[src/rtl/instruction_fetch.sv]
// Two-byte instruction fetch unit: reads low then high byte over a req/ack
// memory port, assembles a 16-bit instruction and offers it with valid/ready.
module instruction_fetch (
    input  logic        CLK,
    input  logic        RST,
    input  logic        En,
    input  logic        PCLoad,
    input  logic [7:0]  PCIn,
    output logic        MemReq,
    output logic [7:0]  MemAddr,
    input  logic        MemAck,
    input  logic [7:0]  MemData,
    output logic        IRValid,
    input  logic        IRReady,
    output logic [15:0] IRout,
    output logic [7:0]  IRPC,
    output logic [7:0]  PCout
);

    typedef enum logic [1:0] {
        IDLE   = 2'd0,
        REQ_LO = 2'd1,
        REQ_HI = 2'd2,
        HOLD   = 2'd3
    } state_t;

    state_t      state_q, state_d;
    logic [7:0]  pc_q, pc_d;
    logic [7:0]  lo_q, lo_d;
    logic [7:0]  irpc_q, irpc_d;
    logic [15:0] ir_q, ir_d;
    logic        mem_req_q, mem_req_d;
    logic        ir_valid_q, ir_valid_d;
    state_t      restart_s;

    // Next-state and datapath update; redirect overrides every other activity.
    always_comb begin
        state_d   = state_q;
        pc_d      = pc_q;
        lo_d      = lo_q;
        irpc_d    = irpc_q;
        ir_d      = ir_q;
        restart_s = En ? REQ_LO : IDLE;

        if (PCLoad) begin
            // A pending handshake in HOLD still completes; the redirect just wins the next state.
            pc_d    = PCIn;
            state_d = restart_s;
        end else begin
            case (state_q)
                IDLE: begin
                    if (En) begin
                        state_d = REQ_LO;
                    end else begin
                        state_d = IDLE;
                    end
                end
                REQ_LO: begin
                    if (MemAck) begin
                        lo_d    = MemData;
                        irpc_d  = pc_q;
                        pc_d    = pc_q + 8'd1;
                        state_d = REQ_HI;
                    end else begin
                        state_d = REQ_LO;
                    end
                end
                REQ_HI: begin
                    if (MemAck) begin
                        ir_d    = {MemData, lo_q};
                        pc_d    = pc_q + 8'd1;
                        state_d = HOLD;
                    end else begin
                        state_d = REQ_HI;
                    end
                end
                HOLD: begin
                    if (IRReady) begin
                        state_d = restart_s;
                    end else begin
                        state_d = HOLD;
                    end
                end
                default: begin
                    state_d = IDLE;
                end
            endcase
        end

        mem_req_d  = (state_d == REQ_LO) || (state_d == REQ_HI);
        ir_valid_d = (state_d == HOLD);
    end

    // State and datapath registers with asynchronous reset.
    always_ff @(posedge CLK or posedge RST) begin
        if (RST) begin
            state_q    <= IDLE;
            pc_q       <= 8'h00;
            lo_q       <= 8'h00;
            irpc_q     <= 8'h00;
            ir_q       <= 16'h0000;
            mem_req_q  <= 1'b0;
            ir_valid_q <= 1'b0;
        end else begin
            state_q    <= state_d;
            pc_q       <= pc_d;
            lo_q       <= lo_d;
            irpc_q     <= irpc_d;
            ir_q       <= ir_d;
            mem_req_q  <= mem_req_d;
            ir_valid_q <= ir_valid_d;
        end
    end

    assign MemReq  = mem_req_q;
    assign MemAddr = pc_q;
    assign IRValid = ir_valid_q;
    assign IRout   = ir_q;
    assign IRPC    = irpc_q;
    assign PCout   = pc_q;

endmodule

[config.mk]
export PLATFORM = sky130hd
export DESIGN_NAME = instruction_fetch
export DESIGN_NICKNAME = d
export VERILOG_FILES = /design/src/rtl/instruction_fetch.sv
export SDC_FILE = /design/constraint.sdc
export NUM_CORES = 1
export LEC_CHECK = 0
export CORE_ASPECT_RATIO = 0.8
export CORE_MARGIN = 5
export CORE_UTILIZATION = 42
export CTS_BUF_LIST = sky130_fd_sc_hd__clkbuf_4
export DETAILED_ROUTE_END_ITERATION = 8
export GPL_TIMING_DRIVEN = 0
export PLACE_DENSITY = 0.77
export SLEW_MARGIN = 20
export SYNTH_ARGS = -nofsm -noshare
export SYNTH_HDL_FRONTEND = slang
export SYNTH_SLANG_ARGS = --single-unit
export TNS_END_PERCENT = 5
[constraint.sdc]
create_clock -name CLK -period 1.45 [get_ports CLK]
set_input_delay 0.2175 -clock CLK [delete_from_list [all_inputs] [get_ports CLK]]
set_output_delay 0.2175 -clock CLK [all_outputs]
set_load 0.005 [all_outputs]
==> results.txt, run 1 <==
* Hold Crit Class: in2async
* Critical path startpoint: state_q[0]
- Post-layout nets: 252
* Beginning of the worst register-to-register path: state_q[0]
* Ratio of routed vias to standard cells: 4.895
- DRC violation count after routing: 0
* Yosys top cell by area: sky130_fd_sc_hd__dfrtp_1
* Wire length of the first global-routing pass: 6927 um
- Library cell with the highest instance count after synthesis: sky130_fd_sc_hd__dfrtp_1
* Final count of pins violating max slew: 0
- Setup violations remaining at the end of the flow were counted as 7.
* Max incr delay on CP: 440 ps
- The number of global-route vias before repair came to 1,465.
- In this run the horizontal extent of the chip is 85.83 um.
- Critical-path cell list: inv_2 -> ha_2 -> mux2i_2 -> a211oi_2 -> a2bb2oi_2 -> ha_1
- GRT Resource Usage Total: 14.28%
- In this run the clock root is driven by a sky130_fd_sc_hd__clkbuf_4.
* Status: finished with violations
* Total buffers and inverters traversed by the critical path: 1
- TritonCTS built the clock tree.
- Async set or reset register ratio after synthesis: 100.0%
- The largest individual stage delay along the critical path comes from the cell sky130_fd_sc_hd__dfrtp_1.
- Leading register cell type out of synthesis: sky130_fd_sc_hd__dfrtp_1
- Static timing analysis puts the maximum clock frequency at 0.6196 GHz.
- Met2 Resource Use GR: 23.02%
* Largest net degree at the start of global routing: 27
- TritonCTS created 5 clock buffers.
* Synthesis warning total: 0
* Worst setup slack after placement: -484.0 ps
- Counting the fill cells in the layout gives 418.
* Clock transition at the registers of the reported paths: 140 ps
- In this run the power density over the cells is 1184 mW/mm^2.
* Cells taking the most area after synthesis: sky130_fd_sc_hd__dfrtp_1, sky130_fd_sc_hd__mux2_2, sky130_fd_sc_hd__ha_1
- Floorplan die area: 0.006064 mm^2
- Leakage: 1.435 nW
* Top-level port count: 64
- Max-capacitance violation count: 0
* Yosys top cell area share: 56.99%
- At the end of routability-driven placement, the weighted congestion stood at 0.6935.
* Portion of the clock cycle consumed by the worst path in the final layout: 111.3%
- Measured against its own limit, the worst slew margin works out to 69.41%.
- Total iterations of the first detailed-routing run: 4
- The floorplan step set the die height to 70.66 um.
- For the final routed database, the setup TNS stands at -756.1 ps.
- Port Buf Inserts: 62
- The placed instances occupy a cell area of 0.002674 mm^2.
- The worst setup path is launched from a flip-flop.
- Net count of the mapped netlist: 173
* Clock Latency Late Sink: 350 ps
* Seq cells post-synth: 44
- Minimum clock period after layout: 1614 ps
* GRT overflow: 0
- The final reports fail on setup timing.
- The layer flagged by global routing as most heavily used is met2.
- After synthesis, the mean cell area works out to 13.32 um^2.
- Global routing consumed, on the met1 layer, 18.87% of the routing resources.
- Number of enable flip-flop cells after synthesis: 0
* Top delay family on crit path: adder cells
* Number of H-tree levels: 2
* Number of cells produced by synthesis: 145
- For this configuration, the core starts out at a cell density of 42.79%.
* CTS sink cnt: 44
* Summed instance area of the synthesized netlist: 0.001932 mm^2
- Vias: 1,395
* Unrepaired setup endpoints after global routing: yes
- No sink is reached through more buffers than the 2 on the longest clock path.
- DP Wirelength: 2986 um
- The number of different library cells used by synthesis comes to 28.
- Counting instances in the post-synthesis netlist gives the leading cell types as sky130_fd_sc_hd__dfrtp_1, sky130_fd_sc_hd__mux2_2, sky130_fd_sc_hd__nand2_1.
* Overall power: 3.316 mW
* Fraction of layout instances using a drive strength above 1: 38.67%
* Routed length per placed instance: 14.75 um
- Row Count: 22
* Critical Setup Path Class: reg2reg
- Maximum fanout along the worst path: 3
- Relative to the synthesized area, the layout overhead comes to 44.95%.
- Post-Route WL: 4204 um
- For the pin with the worst max-slew slack, the measured transition is 458.9 ps.
* Initial DRC Count: 23
* Final antenna-violating net count: 0
- The floorplan step defined a core boundary enclosing 0.004514 mm^2.
* Type of destination of the critical path: flip-flop
- The share of the Yosys chip area taken by registers is 56.99%.
- The repair_antennas step left the layout with diodes totalling 0.
* Cell area after layout: 0.002800 mm^2
- Worst-case vdd ir drop: 0.0007015 V
- The number of hold-slack violations in the final timing report came to 0.
- Global routing used 4.075% of the available met3 tracks.
* Final clock skew: 8.071 ps
* Number of antenna violations at the first check in global routing: 0
- After layout, the worst setup slack is -163.9 ps.
- Worst endpoint required time: 1700 ps
* Arrival time at the worst endpoint: 1870 ps
layout by cell type (no fill, tap or decap), types with 3 or more instances in the layout:
master / n
sky130_fd_sc_hd__buf_4: 25
sky130_fd_sc_hd__clkbuf_4: 5
sky130_fd_sc_hd__clkdlybuf4s50_1: 19
sky130_fd_sc_hd__dfrtp_1: 39
sky130_fd_sc_hd__dfrtp_2: 5
sky130_fd_sc_hd__dlygate4sd2_1: 29
sky130_fd_sc_hd__dlymetal6s2s_1: 6
sky130_fd_sc_hd__ha_1: 3
sky130_fd_sc_hd__inv_1: 4
sky130_fd_sc_hd__inv_2: 3
sky130_fd_sc_hd__mux2_2: 32
sky130_fd_sc_hd__nand2_1: 9
sky130_fd_sc_hd__nand3_1: 6
sky130_fd_sc_hd__o211ai_1: 4
sky130_fd_sc_hd__o21ai_0: 3
sky130_fd_sc_hd__or4_1: 4
repair_timing:
action                                 in CTS  in global routing
pin swaps                                   3                  0
hold buffers                                0                  0
setup endpoints to repair                  63                 35
endpoints found under the hold margin       0                  0
resized for setup                          45                 13
setup buffers                               9                  0
metal layers:
layer / share of wire [%] / vias to the layer above
met5: 0 / -
met4: 1.0 / 0
met3: 6.9 / 5
met2: 48 / 43
met1: 44 / 677
li1: - / 670
cell families after synthesis:
group	Yosys count	synth area share, %
compound gates	12	4.340
xor+xnor	2	0.9069
fa+ha+maj	6	3.886
buf+inv	19	6.088
flops	44	57.00
mux	34	19.69
simple gates	28	8.096
final timing paths:
kind,end,cells past startpoint,slack (ps)
max,MemReq,6,-160
min,IRPC[5],2,160
max reg2reg,MemReq,6,-160
min reg2reg,IRout[15],1,510
max in group asynchronous,lo_q[1],3,810
min in group CLK,MemAddr[2],2,170
registers in the layout, summed over array words and instances (netlist names):
signal   cells
lo_q         8
MemAddr      8
IRValid      1
IRout       16
MemReq       1
IRPC         8
state_q      2
area by class of cell:
type                    instances  area [um^2]  share of cell area [%]
plain buffers                  12        103.9                   3.709
clock buffers                   5        37.54                   1.340
clock inverters                 3        18.77                  0.6702
inverters                       7        26.28                  0.9383
multi-input cells              82        764.5                   27.30
flip-flops and latches         44         1107                   39.54
well taps                      60        75.07                   2.681
repair buffers                 72        666.9                   23.82
metrics by stage:
stage / hold WS [ps] / instances / utilization [%]
4_1_cts: 155.0 / 285 / 61.25
5_1_grt: 181.0 / 285 / 62.03
6_report: 163.5 / 285 / 62.03
3_5_place_dp: 485.9 / 268 / 59.23
3_3_place_gp: 482.4 / 267 / 58.79
2_1_floorplan: 337.4 / 145 / -
power by group:
part           internal (mW)  switching, mW
clock network          0.183          0.406
logic                  0.666          0.380
registers               1.53          0.146
No activity file was read; power rests on OpenSTA's default activity.
==> inputs of run 2 (changes only) <==
==> constraint.sdc (replaced) <==
create_clock -name CLK -period 1.45 [get_ports CLK]
set_input_delay 0.2175 -clock CLK [delete_from_list [all_inputs] [get_ports CLK]]
set_output_delay 0.2175 -clock CLK [all_outputs]
set_load 0.1 [all_outputs]
==> run 2 against run 1 <==
The run still ends with setup timing left. Via count fell by 2.2%. Critical path depth did not move. Worst setup slack improved by 6.5 ps. Non-clock buffer count fell by 5. Count of clock-buffer cells in the layout did not move. Critical path type unchanged. Highest routed layer unchanged.
==> results.txt, run 2 (synthesis gave the netlist of run 1 again) <==
- The remaining global-route overflow is 0 (unchanged).
- Number of hold violations in the final report: 0 (unchanged)
* Max Freq: 0.6221 GHz (+0.40%)
- Routed length per placed instance: 14.55 um (-1.3%)
* Wire length of the first global-routing pass: 6865 um (-0.90%)
- The overall fraction of global-route tracks in use is 14.25% (-0.028 points).
- Row Count: 22 (unchanged)
- Highest routed layer: met4
- Portion of the clock cycle consumed by the worst path in the final layout: 110.9% (-0.45 points)
- Clock transition at the registers of the reported paths: 130 ps (about the same)
* Top-level port count: 64 (unchanged)
- Fraction of layout instances using a drive strength above 1: 55.00% (+16 points)
- The die width came to 85.83 um (unchanged).
- Final worst slack: -157.4 ps (+6.494 ps)
- The worst setup path is captured at a flip-flop.
- Pwr Density: 1906 mW/mm^2 (+61%)
- Final clock skew: 4.616 ps (-3.455 ps)
- Most frequent standard cell in the layout excluding fill and tap cells: sky130_fd_sc_hd__dfrtp_1
- The via count came to 1,364 (-2.2%).
- Starting utilization of the core area: 42.79% (unchanged)
* Floorplan die area: 0.006064 mm^2 (unchanged)
- The net switching fraction of the power was 54.57% (+26 points).
* Critical Setup Path Class: reg2reg
- Beginning of the worst register-to-register path: state_q[0]
* Number of H-tree levels: 2 (unchanged)
* Total met2 wirelength after detailed routing: 1968 um (-3.0%)
- Setup repair after global routing could not meet its margin everywhere.
- Number of global-route vias before repair: 1,408 (-3.9%)
* Max reg flops: 16 (unchanged)
- The most critical setup path has its startpoint at state_q[0].
- The internal power of the cells came to 2.390 mW (+0.25%).
- The pin count of the biggest net entering global routing is 29 (+7.4%).
* Highest-count cells in the layout ignoring fill and taps: sky130_fd_sc_hd__dfrtp_1, sky130_fd_sc_hd__mux2_2, sky130_fd_sc_hd__buf_2
- CTS placed an instance of sky130_fd_sc_hd__clkbuf_4 at the clock tree root.
* Number of inserted diodes: 0 (unchanged)
- Minimum clock period after layout: 1607 ps (-6.494 ps)
* CTS sink cnt: 44 (unchanged)
* Area of the core: 0.004514 mm^2 (unchanged)
- Worst hold margin: 159.5 ps (-3.978 ps)
* Hold Crit Class: in2async
- The count of nets after finishing is 247 (-2.0%).
- Gp weighted congestion: 0.7517 (+8.4%)
- The starting DRC count in detailed routing came to 39 (+70%).
- Arrival time at the worst endpoint: 1860 ps (about the same)
* CTS max path bufs: 2 (unchanged)
- The largest fanout on the critical path was 3 (unchanged).
- Max-capacitance violation count: 0 (unchanged)
- Failing checks: setup timing
- Ratio of routed vias to standard cells: 4.871 (-0.48%)
* Actual slew at the worst max-slew pin: 498.1 ps (+39.15 ps)
- Worst endpoint required time: 1700 ps (about the same)
* Worst slew slack as a fraction of its limit: 67.02% (-2.4 points)
- Leakage: 1.324 nW (-7.7%)
- The aggregate routed wire length is 4075 um (-3.1%).
* Chip height: 70.66 um (unchanged)
* Final count of pins violating max slew: 0 (unchanged)
* Number of antenna violations at the first check in global routing: 0 (unchanged)
* Reg power frac: 32.7% (-18 points)
- CTS buffer count: 5 (unchanged)
- The wire length on met1 came to 1773 um (-3.7%).
* Count of final setup violators: 5 (-2)
- Final antenna-violating net count: 0 (unchanged)
* Port Buf Inserts: 62 (unchanged)
* Clock Latency Late Sink: 350 ps (about the same)
- The number of optimization iterations in the first detailed-route pass is 4 (unchanged).
- TritonCTS built the clock tree.
- Worst setup slack after placement: -466.3 ps (+17.71 ps)
* Worst-case vdd ir drop: 0.0009032 V (+29%)
- DP Wirelength: 3037 um (+1.7%)
- STA classifies the critical path startpoint as a flip-flop.
- Area added between synthesis and finish: 42.88%
- The met3 wirelength from detailed routing came to 279 um (-4.1%).
- The switching power was 2.871 mW (+210%).
- The power share of the combinational group was 56.3% (+25 points).
* Status: finished with violations
- DRC violation count after routing: 0 (unchanged)
* Hold buffer count at cts: 0 (unchanged)
* Relative contribution of the clock network to total power: 11.0% (-6.8 points)
-- run 2: area by class of cell --
type                       instances  area (um^2)
timing repair buffer              67        586.8
multi-input combinational         82        772.0
inverter                           7        26.28
buffer                            12        117.6
clock buffer                       5        37.54
sequential                        44         1126
fill                             378         1754
clock inverter                     3        18.77
tap                               60        75.07
-- run 2: worst paths after layout --
path	cells past startpoint	end	slack, ps
hold reg to reg	1	IRPC[3]	510
hold / removal	2	IRPC[7]	160
setup / recovery	6	MemReq	-160
max in group asynchronous	3	state_q[0]	820
setup reg to reg	6	MemReq	-160
min in group CLK	2	MemAddr[2]	200
-- run 2: worst max-delay path, stage by stage (launching register included) --
cell and delay [ps]:
sky130_fd_sc_hd__dfrtp_1 430, sky130_fd_sc_hd__inv_2 90, sky130_fd_sc_hd__ha_2 230, sky130_fd_sc_hd__mux2i_2 110, sky130_fd_sc_hd__a211oi_2 230, sky130_fd_sc_hd__a2bb2oi_2 180
sky130_fd_sc_hd__ha_1 240
-- run 2: repair_timing --
action	in CTS	in global routing
gates resized for setup	232	27
endpoints found under the setup margin	69	38
pin swaps	7	1
setup buffers	4	0
endpoints found under the hold margin	0	0
-- run 2: layer usage --
metal / vias to the layer above / GRT usage [%]
li1: 657 / -
met1: 658 / 18.78
met2: 40 / 22.24
met3: 9 / 4.773
met4: 0 / 4.569
met5: - / 0
-- run 2: metrics by stage --
step	area (um^2)	total power, mW	std cells	utilization, %	TNS, ps
2_1_floorplan	1983	4.093	145	-	-339.3
3_3_place_gp	2679	4.782	267	59.34	-58990
3_5_place_dp	2699	4.821	268	59.78	-27020
4_1_cts	2695	5.266	280	59.70	-1244
5_1_grt	2760	5.481	280	61.14	-2079
6_report	2760	5.261	280	61.14	-503.4
-- run 2: power by group through the flow --
stage	Sequential (mW)	Clock [mW]	Combinational [mW]
after global placement	1.75	0	3.04
after floorplan	3.47	0	0.627
after detailed placement	1.76	0	3.06
final	1.72	0.578	2.96
after CTS	1.72	0.614	2.93
after global routing	1.77	0.664	3.05
